==> src/rtl/record_pkg.sv <==
// Shared types and helpers for the audio record engine.
// RECORD_HEADER_EN reserves the first word of each slot for the take length.
package record_pkg;

    typedef enum logic [2:0] {
        IDLE,
        REC,
        PAUSE,
        WRITE,
        HDR,
        DONE
    } rec_state_e;

`ifdef RECORD_HEADER_EN
    localparam int unsigned HDR_OFS = 1;
`else
    localparam int unsigned HDR_OFS = 0;
`endif

    function automatic int unsigned slot_base(input int unsigned s, input int unsigned slot_words);
        return s * slot_words;
    endfunction

endpackage

==> src/rtl/record_decim.sv <==
// Keep-1-of-DECIM sample decimator; the first accepted sample after clear is kept.
module record_decim #(
    parameter int unsigned DECIM = 2
) (
    input  logic i_clk,
    input  logic i_rst_n,
    input  logic valid,
    input  logic clear,
    output logic keep_c
);

    localparam int unsigned CNT_W = (DECIM > 1) ? $clog2(DECIM) : 1;

    logic [CNT_W-1:0] cnt_q;

    assign keep_c = valid && (cnt_q == '0);

    always_ff @(posedge i_clk or negedge i_rst_n) begin
        if (!i_rst_n) begin
            cnt_q <= '0;
        end else if (clear) begin
            cnt_q <= '0;
        end else if (valid) begin
            if (cnt_q == CNT_W'(DECIM - 1)) begin
                cnt_q <= '0;
            end else begin
                cnt_q <= cnt_q + CNT_W'(1);
            end
        end
    end

endmodule

==> src/rtl/record_engine.sv <==
// Multi-slot audio recorder: decimated codec samples written sequentially into an SDRAM slot.
// Defining RECORD_HEADER_EN stores the final length at the slot base after the data.
module record_engine
    import record_pkg::*;
#(
    parameter int unsigned ADDR_W     = 23,
    parameter int unsigned DATA_W     = 32,
    parameter int unsigned NUM_SLOTS  = 4,
    parameter int unsigned SLOT_WORDS = 2**20,
    parameter int unsigned DECIM      = 2
) (
    input  logic                         i_clk,
    input  logic                         i_rst_n,
    input  logic                         rec_start,
    input  logic [$clog2(NUM_SLOTS)-1:0] rec_slot,
    input  logic                         rec_pause,
    input  logic                         rec_stop,
    output logic                         rec_busy,
    output logic                         rec_done,
    output logic                         rec_overflow,
    output logic [ADDR_W-1:0]            rec_length,
    output logic                         sd_write,
    output logic                         sd_read,
    output logic [ADDR_W-1:0]            sd_addr,
    output logic [DATA_W-1:0]            sd_writedata,
    input  logic                         sd_finished,
    output logic                         au_ready,
    input  logic [DATA_W-1:0]            au_data,
    input  logic                         au_valid
);

    localparam int unsigned LAST_LEN = SLOT_WORDS - HDR_OFS;
    // Without a header the take ends directly in DONE so rec_done follows stop by one cycle.
    localparam rec_state_e  END_ST   = (HDR_OFS != 0) ? HDR : DONE;

    rec_state_e        state_q;
    rec_state_e        state_d;
    logic              start_q;
    logic [ADDR_W-1:0] base_q;
    logic              pend_stop_q;
    logic              pend_pause_q;
    logic              start_c;
    logic              keep_c;
    logic              wr_last_c;
    logic [ADDR_W-1:0] len_c;

    assign au_ready  = (state_q == REC);
    assign sd_write  = (state_q == WRITE) || ((state_q == HDR) && (HDR_OFS != 0));
    assign sd_read   = 1'b0;
    assign start_c   = (state_q == IDLE) && rec_start && !start_q;
    assign wr_last_c = (rec_length + ADDR_W'(1)) == ADDR_W'(LAST_LEN);
    assign len_c     = rec_length + ADDR_W'((state_q == WRITE) && sd_finished);

    record_decim #(
        .DECIM (DECIM)
    ) u_decim (
        .i_clk   (i_clk),
        .i_rst_n (i_rst_n),
        .valid   (au_ready && au_valid),
        .clear   (start_c),
        .keep_c  (keep_c)
    );

    // Next-state decode; stop always outranks pause, and a started write always completes.
    always_comb begin
        state_d = state_q;
        case (state_q)
            IDLE: begin
                if (start_c) state_d = REC;
            end
            REC: begin
                if (rec_stop)       state_d = END_ST;
                else if (keep_c)    state_d = WRITE;
                else if (rec_pause) state_d = PAUSE;
            end
            PAUSE: begin
                if (rec_stop)        state_d = END_ST;
                else if (!rec_pause) state_d = REC;
            end
            WRITE: begin
                if (sd_finished) begin
                    if (wr_last_c || pend_stop_q || rec_stop)  state_d = END_ST;
                    else if (pend_pause_q || rec_pause)        state_d = PAUSE;
                    else                                       state_d = REC;
                end
            end
            HDR: begin
                if (sd_finished || (HDR_OFS == 0)) state_d = DONE;
            end
            DONE:    state_d = IDLE;
            default: state_d = IDLE;
        endcase
    end

    always_ff @(posedge i_clk or negedge i_rst_n) begin
        if (!i_rst_n) begin
            state_q      <= IDLE;
            start_q      <= 1'b0;
            base_q       <= '0;
            pend_stop_q  <= 1'b0;
            pend_pause_q <= 1'b0;
            rec_busy     <= 1'b0;
            rec_done     <= 1'b0;
            rec_overflow <= 1'b0;
            rec_length   <= '0;
            sd_addr      <= '0;
            sd_writedata <= '0;
        end else begin
            state_q  <= state_d;
            start_q  <= rec_start;
            rec_busy <= (state_d != IDLE);
            rec_done <= (state_d == DONE);

            if (start_c) begin
                base_q       <= ADDR_W'(slot_base(32'(rec_slot), SLOT_WORDS));
                rec_length   <= '0;
                rec_overflow <= 1'b0;
                pend_stop_q  <= 1'b0;
                pend_pause_q <= 1'b0;
            end

            if (state_q == WRITE) begin
                if (sd_finished) begin
                    rec_length   <= len_c;
                    pend_stop_q  <= 1'b0;
                    pend_pause_q <= 1'b0;
                    if (wr_last_c) rec_overflow <= 1'b1;
                end else begin
                    pend_stop_q  <= pend_stop_q || rec_stop;
                    pend_pause_q <= pend_pause_q || rec_pause;
                end
            end

            // Address and data are captured once and held for the whole write request.
            if ((state_q == REC) && (state_d == WRITE)) begin
                sd_addr      <= base_q + ADDR_W'(HDR_OFS) + rec_length;
                sd_writedata <= au_data;
            end else if ((state_d == HDR) && (state_q != HDR)) begin
                sd_addr      <= base_q;
                sd_writedata <= DATA_W'(len_c);
            end
        end
    end

endmodule

==> config.mk <==
export PLATFORM = sky130hd
export DESIGN_NAME = record_engine
export DESIGN_NICKNAME = d
export VERILOG_FILES = /design/src/rtl/record_pkg.sv /design/src/rtl/record_decim.sv /design/src/rtl/record_engine.sv
export SDC_FILE = /design/constraint.sdc
export NUM_CORES = 1
export LEC_CHECK = 0
export ABC_AREA = 1
export CORE_UTILIZATION = 41
export CTS_CLUSTER_DIAMETER = 40
export DETAILED_ROUTE_END_ITERATION = 10
export PLACE_DENSITY = 0.72
export SLEW_MARGIN = 10
export SYNTH_ARGS = -nofsm -noshare
export SYNTH_HDL_FRONTEND = slang
export SYNTH_SLANG_ARGS = --single-unit
export TNS_END_PERCENT = 50
==> constraint.sdc <==
create_clock -name i_clk -period 3.2 [get_ports i_clk]
set_input_delay 0.48 -clock i_clk [delete_from_list [all_inputs] [get_ports i_clk]]
set_output_delay 0.48 -clock i_clk [all_outputs]
set_load 0.05 [all_outputs]
# == Yosys cells after proc, flatten, opt, wreduce, memory -nomap -nowiden ==
# Cells that the tools add are included.
# totals
wordCells,72
output_inout_bits,84
reg_bits,90
# op_classes
add_sub_neg,4
eq_ne,9
bitwise,1
muxes,29
n_reduce_logical,17
# op_table
cell,count
23-bit two-way mux,5
32-bit two-way mux,2
3-bit two-way mux,8
22-bit by 23-bit adder with 23-bit output,1
23-bit by 1-bit adder with 23-bit output,1
23-bit by 1-bit adder with 23-bit output (second input constant),1
23-bit by 21-bit == test with 1-bit output (second input constant),1
3-bit case mux with 5 select lines,1
1-bit two-way mux,12
3-bit by 2-bit == test with 1-bit output (second input constant),3
3-bit == test (second input constant),3
1-bit logical AND,7
2-bit nonzero test,3
1-bit logical OR,4
3-bit by 1-bit == test with 1-bit output (second input constant),1
3-bit logical NOT,1
3-bit inequality test (second input constant),1
3-bit nonzero test,1
2-bit two-way mux,1
1-bit adder (second input constant),1
1-bit logical NOT,1
1-bit NOT,1

# == Depth between registers and ports, before layout ==
# Gate-level depths: netlist (run 1).
# logic_depth
ltp_word,11
depth_mapped,20

# == Hierarchy ==
# A second synthesis (run 1) with hierarchy kept.
# hier_totals
cells_unflattened,585
hier_area_um2,4626.9
# by_module_without_submodules
module,cells_each,area_each_um2,instances
record_engine,576,4570.6,1
record_decim,9,56.3,1

# == Worst setup path after synthesis (run 1) ==
# OpenSTA, ideal clock, no wires.
# synth_path
path_type,reg-to-reg
startpoint,reg state_q[2]
endpoint,reg rec_length[22]
stages_incl_launch_ff,15
path_buffers,0
arrival_time_ns,3.059
setup_slack_ns,0.058
period_less_slack_ns,3.142
cell_sequence,dfrtp_1 > inv_2 > nand2_2 > nor2_1 > inv_1 > nor2_1 > ha_1 > ha_1 > nand3_1 > nor2_1 > inv_1 > nor2_1 > nand3_1 > xor2_1 > o21ai_0
# synth_between
elab_cells_between_ends,9
# synth_lines
item,line_no,rtl
from (decl),record_engine.sv:36,rec_state_e state_q;
from (signal assigned),record_engine.sv:109,state_q <= state_d;
3-bit by 2-bit == test with 1-bit output *,--,
named net sd_write,record_engine.sv:22,"output logic sd_write,"
1-bit logical AND,record_engine.sv:52,assign len_c = rec_length + ADDR_W'((state_q == WRITE) && sd_finished);
23-bit by 1-bit adder with 23-bit output,record_engine.sv:52,
23-bit two-way mux,record_engine.sv:123,if (sd_finished) begin
23-bit two-way mux *,record_engine.sv:122,if (state_q == WRITE) begin
to (signal assigned),record_engine.sv:124,rec_length <= len_c;
to (decl),record_engine.sv:21,"output logic [ADDR_W-1:0] rec_length,"
# Mark *: on every way through the listed nets, which the timed path passes. The rest lies on a longest branch.
# A chain may end at the register's enable or synchronous reset.

# == Worst setup path in the final report (run 1) ==
# layout_path
startpoint,reg state_q[1]
endpoint,reg rec_length[22]
# layout_between
elab_chain_len,6
elab_cells_between_ends,9
# layout_lines
item,line_no
branches (longest 5 deep; another with 23-bit by 1-bit adder with 23-bit output),--
23-bit two-way mux *,record_engine.sv:122
# Mark *: on every way between the ends.

==> flow_metrics.tcl, run 1 <==
set metrics [dict create \
    status "complete, no violations" \
    gp_congestion 0.926 \
    overflow 0 \
    relSlewSlack 0.631 \
    ioPinCount 125 \
    ys_seq_area_frac 0.483 \
    fin_crit_sh 0.894 \
    clkLatencyLatePin_ns 0.34 \
    grt_pass1_wl_um 19600 \
    die_x_um 109 \
    top_usage_layer "met2" \
    clock_sinks 90 \
    drt_iter0_drc 376 \
    track_usage 0.215 \
    worst_pin_slew_ns 0.552 \
    viasPerCell 5.04 \
    r2r_setup_slack_ns 0.34 \
    synth_cell_type_count 34 \
    cp-start-kind "flop" \
    setup_viol 0 \
    fin_util 0.573 \
    die-height_um 109 \
    met1_usage 0.301 \
    setup_ws_ns 0.338 \
    diodes 0 \
    area_delta_synth_final_pct 34.5 \
    clockBufferDepth 2 \
    synth_edf_count 0 \
    synthArstFlopShare 1.00 \
    cpPeakStageDelay_ns 0.47 \
    vias 4163 \
    worstHoldPathType "input port to asynchronous set/reset pin" \
    power.share.clock 0.216 \
    layout.cells.non_filler 826 \
    hold_viol 0 \
    ys.flop_type "dfrtp_1" \
    clk_pin_slew_ns 0.07 \
    drc 0 \
    syn-num-nets 612 \
    switching_power_mw 2.45 \
    p_per_area_mw_per_mm2 861 \
    core_mm2 0.0109 \
    critPathRequiredTime_ns 3.46 \
    yosys.area.top_type "dfrtp_1" \
    cp_cell_sequence "inv_1, nor2_1, inv_1, nor2_1, ha_1, ha_1, nand3_1, nor2_1, inv_1, nor2_1, nand3_1, xor2_1, o21ai_0" \
    use_met2 0.340 \
    layout.cells.most_common "nand2_1" \
    pwr-share-seq 0.307 \
    yosysWarnings 0 \
    swShare 0.453 \
    postCtsSetupRepairBufs 0 \
    cts_resized 0 \
    slowest_stage "dfrtp_1" \
    cts_tree "done" \
    grt.met3_usage 0.0319 \
    cap_violations 0 \
    cts_buffers 9 \
    drv_slew 0 \
    tns_ns 0 \
    grt_max_degree 91 \
    peakVddDrop_v 0.000597 \
    power.leakage_nw 2.76 \
    pwr-share-comb 0.478 \
    grt_pass1_vias 3905 \
    worstPathMaxFanout 5 \
    arrival_ns 3.12 \
    synth.area.top_cells "dfrtp_1, nand2_1, nand3_1" \
    hpwl_um 8730 \
    antenna_found_initial 0 \
    wl_per_cell_um 14.8 \
    grt_setup_unrepaired "no" \
    dieArea_mm2 0.0118 \
    layout_common_cells "nand2_1, clkdlybuf4s50_1, dfrtp_1" \
    pre_cts_slack_ns 0.367 \
    hold_buffers 0 \
    yosys_register_bits 90 \
    max_freq_mhz 349 \
    port_buffers 123 \
    syn_inst 567 \
    syn_avg_cell_area_um2 8.22 \
    syn-cell-area_mm2 0.00466 \
    dp_cells 810 \
    synth_top_area_frac 0.483 \
    cp_common_cell "nor2_1" \
    path_delay_family "simple AND/OR/NAND/NOR gates" \
    skew_ns 0.00757 \
    drive_gt1_frac 0.0875 \
    rows 38 \
    worst_setup_path_end_kind "flop" \
    p_int_mw 2.95 \
    initial_core_util 0.426 \
    first_pass_iters 4 \
    routed_wl_um 12200 \
    critPathKind "flop to flop" \
    htree_levels 3 \
    cp.buffers_inverters 3 \
    drt.antenna.violating_nets 0 \
    fin_nets 726 \
    period_needed_ns 2.86 \
    ctsRootBufferMaster "clkbuf_16" \
]
power groups by stage:
stage	registers (mW)	logic [mW]	clock network, mW
2_1_floorplan	2.66	0.770	0
3_3_place_gp	1.66	2.56	0
3_5_place_dp	1.68	2.59	0
4_1_cts	1.66	2.59	1.19
5_1_grt	1.69	2.74	1.24
6_report	1.66	2.58	1.16
final cells by class:
class,count,area (um2)
Inverter,42,158
Tap cell,140,175
Clock buffer,10,229
Clock inverter,6,96.3
Timing Repair Buffer,128,1280
Fill cell,1010,4670
Multi-Input combinational cell,410,2080
Sequential cell,90,2250
cells by family after synthesis:
logic type | after synthesis | synth area share
simple gates | 324 | 0.307
flops | 90 | 0.483
buf+inv | 67 | 0.0704
compound gates | 56 | 0.0784
xor+xnor | 24 | 0.0451
fa+ha+maj | 4 | 0.0124
other cells | 1 | 0.000805
mux | 1 | 0.00242
worst paths after layout:
kind / from / cells past startpoint / to
min in group i_clk: sd_writedata[17]$_DFFE_PN0P_ / 2 / sd_writedata[17]$_DFFE_PN0P_
worst max-delay path: state_q[1]$_DFF_PN0_ / 13 / rec_length[22]$_DFF_PN0_
worst min-delay path: i_rst_n / 2 / rec_length[14]$_DFF_PN0_
max in group asynchronous: i_rst_n / 2 / pend_stop_q$_DFFE_PN0P_
worst min register to register: sd_writedata[17]$_DFFE_PN0P_ / 2 / sd_writedata[17]$_DFFE_PN0P_
worst max register to register: state_q[1]$_DFF_PN0_ / 13 / rec_length[22]$_DFF_PN0_
cell usage after synthesis, types with 3 or more instances:
| cell | number |
|---|---|
| nand2_1 | 167 |
| dfrtp_1 | 90 |
| nand3_1 | 82 |
| nor2_1 | 42 |
| inv_1 | 39 |
| o21ai_0 | 28 |
| xor2_1 | 23 |
| o21ai_2 | 16 |
| a21oi_1 | 8 |
| clkbuf_1 | 8 |
| nor3_1 | 8 |
| buf_6 | 7 |
| nand2_2 | 6 |
| nor2_2 | 6 |
| buf_4 | 5 |
| nand4_1 | 5 |
| buf_2 | 4 |
| ha_1 | 3 |
layer usage:
metal  share of wire  wire (um)
met4           0.014        167
met3           0.056        677
met5               0          0
met2            0.49       5920
met1            0.45       5430
registers in the layout, summed over array words and instances, names as in the netlist:
signal / cells
base_q: 2
u_decim.cnt_q: 1
state_q: 3
rec_done: 1
rec_length: 23
start_q: 1
pend_pause_q: 1
pend_stop_q: 1
sd_addr: 23
sd_writedata: 32
rec_busy: 1
rec_overflow: 1
worst register-to-register path: cells and delay by family, from the launching register on:
family	cells	cell delay, ns
xor+xnor	1	0.16
fa+ha+maj	2	0.41
simple gates	6	1.28
flops	1	0.47
compound gates	1	0.14
buf+inv	3	0.34
stage by stage:
stage,hold WS [ns],power (mW),instance area (um2)
2_1_floorplan,0.184,3.43,4660
3_3_place_gp,0.453,4.22,5940
3_5_place_dp,0.458,4.26,5940
4_1_cts,0.203,5.44,6270
5_1_grt,0.215,5.67,6270
6_report,0.138,5.39,6270
No activity file was read; power rests on OpenSTA's default activity.
==> run 2: changes to the inputs <==
Settings changed: CAP_MARGIN set to 15.
==> results of run 2 <==
No change in the layout: final DEF, timing and power equal those of run 1.
==> run 3: changes to the inputs <==
Settings changed: HOLD_SLACK_MARGIN set to 0.02.
Clock period 3.2 ns to 2.8 ns, I/O delays scaled along.
==> flow_metrics.tcl, run 3 (same netlist as run 1, synthesis figures left out) <==
set metrics [dict create \
    die-height_um 109 \
    hpwl_um 9210 \
    slowest_stage "dfrtp_1" \
    clkLatencyLatePin_ns 0.34 \
    clockBufferDepth 2 \
    top_regs "sd_writedata (32), rec_length (23), sd_addr (23)" \
    dieArea_mm2 0.0118 \
    clk_pin_slew_ns 0.07 \
    cts_buffers 9 \
    cts_tree "done" \
    stdcell_area_mm2 0.00641 \
    place_area_mm2 0.00608 \
    drt.antenna.violating_nets 0 \
    drc 0 \
    area_delta_synth_final_pct 37.7 \
    cp-start-kind "flop" \
    worst_pin_slew_ns 0.654 \
    p_per_area_mw_per_mm2 972 \
    cp.buffers_inverters 3 \
    setup_ws_ns 0.250 \
    path_delay_family "simple AND/OR/NAND/NOR gates" \
    overflow 0 \
    worstHoldPathType "input port to asynchronous set/reset pin" \
    hold_viol 0 \
    viasPerCell 5.09 \
    drive_gt1_frac 0.113 \
    initial_core_util 0.426 \
    grt_pass1_wl_um 20200 \
    vias 4260 \
    fin_crit_sh 0.911 \
    drt_iter0_drc 276 \
    ioPinCount 125 \
    hold_buffers 0 \
    largest_register_ffs 32 \
    grt_setup_unrepaired "no" \
    routed_wl_um 12600 \
    clock_sinks 90 \
    pre_cts_slack_ns 0.170 \
    fin_nets 738 \
    core_mm2 0.0109 \
    antenna_found_initial 0 \
    skew_ns 0.00753 \
    grt_max_degree 49 \
    peakVddDrop_v 0.000670 \
    cts_resized 0 \
    worst_setup_path_end_kind "flop" \
    cap_violations 0 \
    period_needed_ns 2.55 \
    layout.cells.non_filler 837 \
    htree_levels 3 \
    arrival_ns 2.79 \
    worst_hold_slack_ns 0.0735 \
    gp_congestion 0.904 \
    power.leakage_nw 2.84 \
    layout.cells.most_common "nand2_1" \
    status "complete, no violations" \
    diodes 0 \
    regMostFlops "sd_writedata" \
    max_freq_mhz 392 \
    setup_viol 0 \
    rows 38 \
    drv_slew 0 \
    dp_cells 822 \
    critPathRequiredTime_ns 3.04 \
    postCtsSetupRepairBufs 0 \
    grt_pass1_vias 4083 \
    die_x_um 109 \
    first_pass_iters 4 \
    power_mw 6.24 \
    wl_per_cell_um 15.0 \
    critPathKind "flop to flop" \
    cpPeakStageDelay_ns 0.46 \
    port_buffers 123 \
    cp_cell_sequence "inv_1, nor2_4, inv_1, nor2_1, ha_1, ha_1, nand3_1, nor2_1, inv_1, nor2_1, nand2_1, xor2_1, o21ai_0" \
    fin_util 0.587 \
    layout_common_cells "nand2_1, clkdlybuf4s50_1, dfrtp_1" \
    track_usage 0.223 \
    worstPathMaxFanout 5 \
    relSlewSlack 0.564 \
    tns_ns 0 \
    ctsRootBufferMaster "clkbuf_16" \
]
==> run 3: changes by cell type in the layout (fill, tap and decap cells not counted), moves of 2 or more <==
cell,delta
dfrtp_1,-3
dfrtp_2,+3
buf_4,+9
nor2_1,-2
buf_12,+3
==> run 3: worst paths after layout <==
path,end,slack [ns],cells past startpoint,startpoint
setup / recovery,rec_length[12]$_DFF_PN0_,0.25,13,state_q[1]$_DFF_PN0_
hold / removal,rec_length[6]$_DFF_PN0_,0.07,1,i_rst_n
setup reg to reg,rec_length[12]$_DFF_PN0_,0.25,13,state_q[1]$_DFF_PN0_
hold reg to reg,sd_writedata[23]$_DFFE_PN0P_,0.47,2,sd_writedata[23]$_DFFE_PN0P_
max in group asynchronous,rec_length[0]$_DFF_PN0_,2.07,2,i_rst_n
min in group i_clk,sd_writedata[23]$_DFFE_PN0P_,0.47,2,sd_writedata[23]$_DFFE_PN0P_
==> run 3: metal layers <==
| metal | part of all wire | global-route usage | routed length [um] |
|---|---|---|---|
| met5 | 0 | 0 | 0 |
| met1 | 0.45 | 0.306 | 5650 |
| met4 | 0.027 | 0.101 | 333 |
| met2 | 0.48 | 0.355 | 6060 |
| met3 | 0.041 | 0.0223 | 520 |
==> run 3: where the power goes <==
| part | switching [mW] | total, mW | leakage (nW) | internal [mW] |
|---|---|---|---|---|
| Clock | 0.514 | 1.32 | 0.156 | 0.808 |
| Sequential | 0.217 | 1.89 | 1.18 | 1.67 |
| Combinational | 2.06 | 3.03 | 1.50 | 0.967 |
==> run 3: worst reg2reg max path, cell delays in order (launching register included) <==
cell	delay, ns
dfrtp_1	0.46
inv_1	0.13
nor2_4	0.19
inv_1	0.09
nor2_1	0.14
ha_1	0.19
ha_1	0.18
nand3_1	0.11
nor2_1	0.19
inv_1	0.12
nor2_1	0.20
nand2_1	0.10
xor2_1	0.15
o21ai_0	0.19
==> run 3: final cells by class <==
cell class | instances | area, um2
multi-input cells | 410 | 2100
flip-flops and latches | 90 | 2260
repair buffers | 140 | 1410
fillers | 1046 | 4520
clock inverters | 5 | 85.1
inverters | 42 | 158
well taps | 140 | 175
clock buffers | 10 | 239
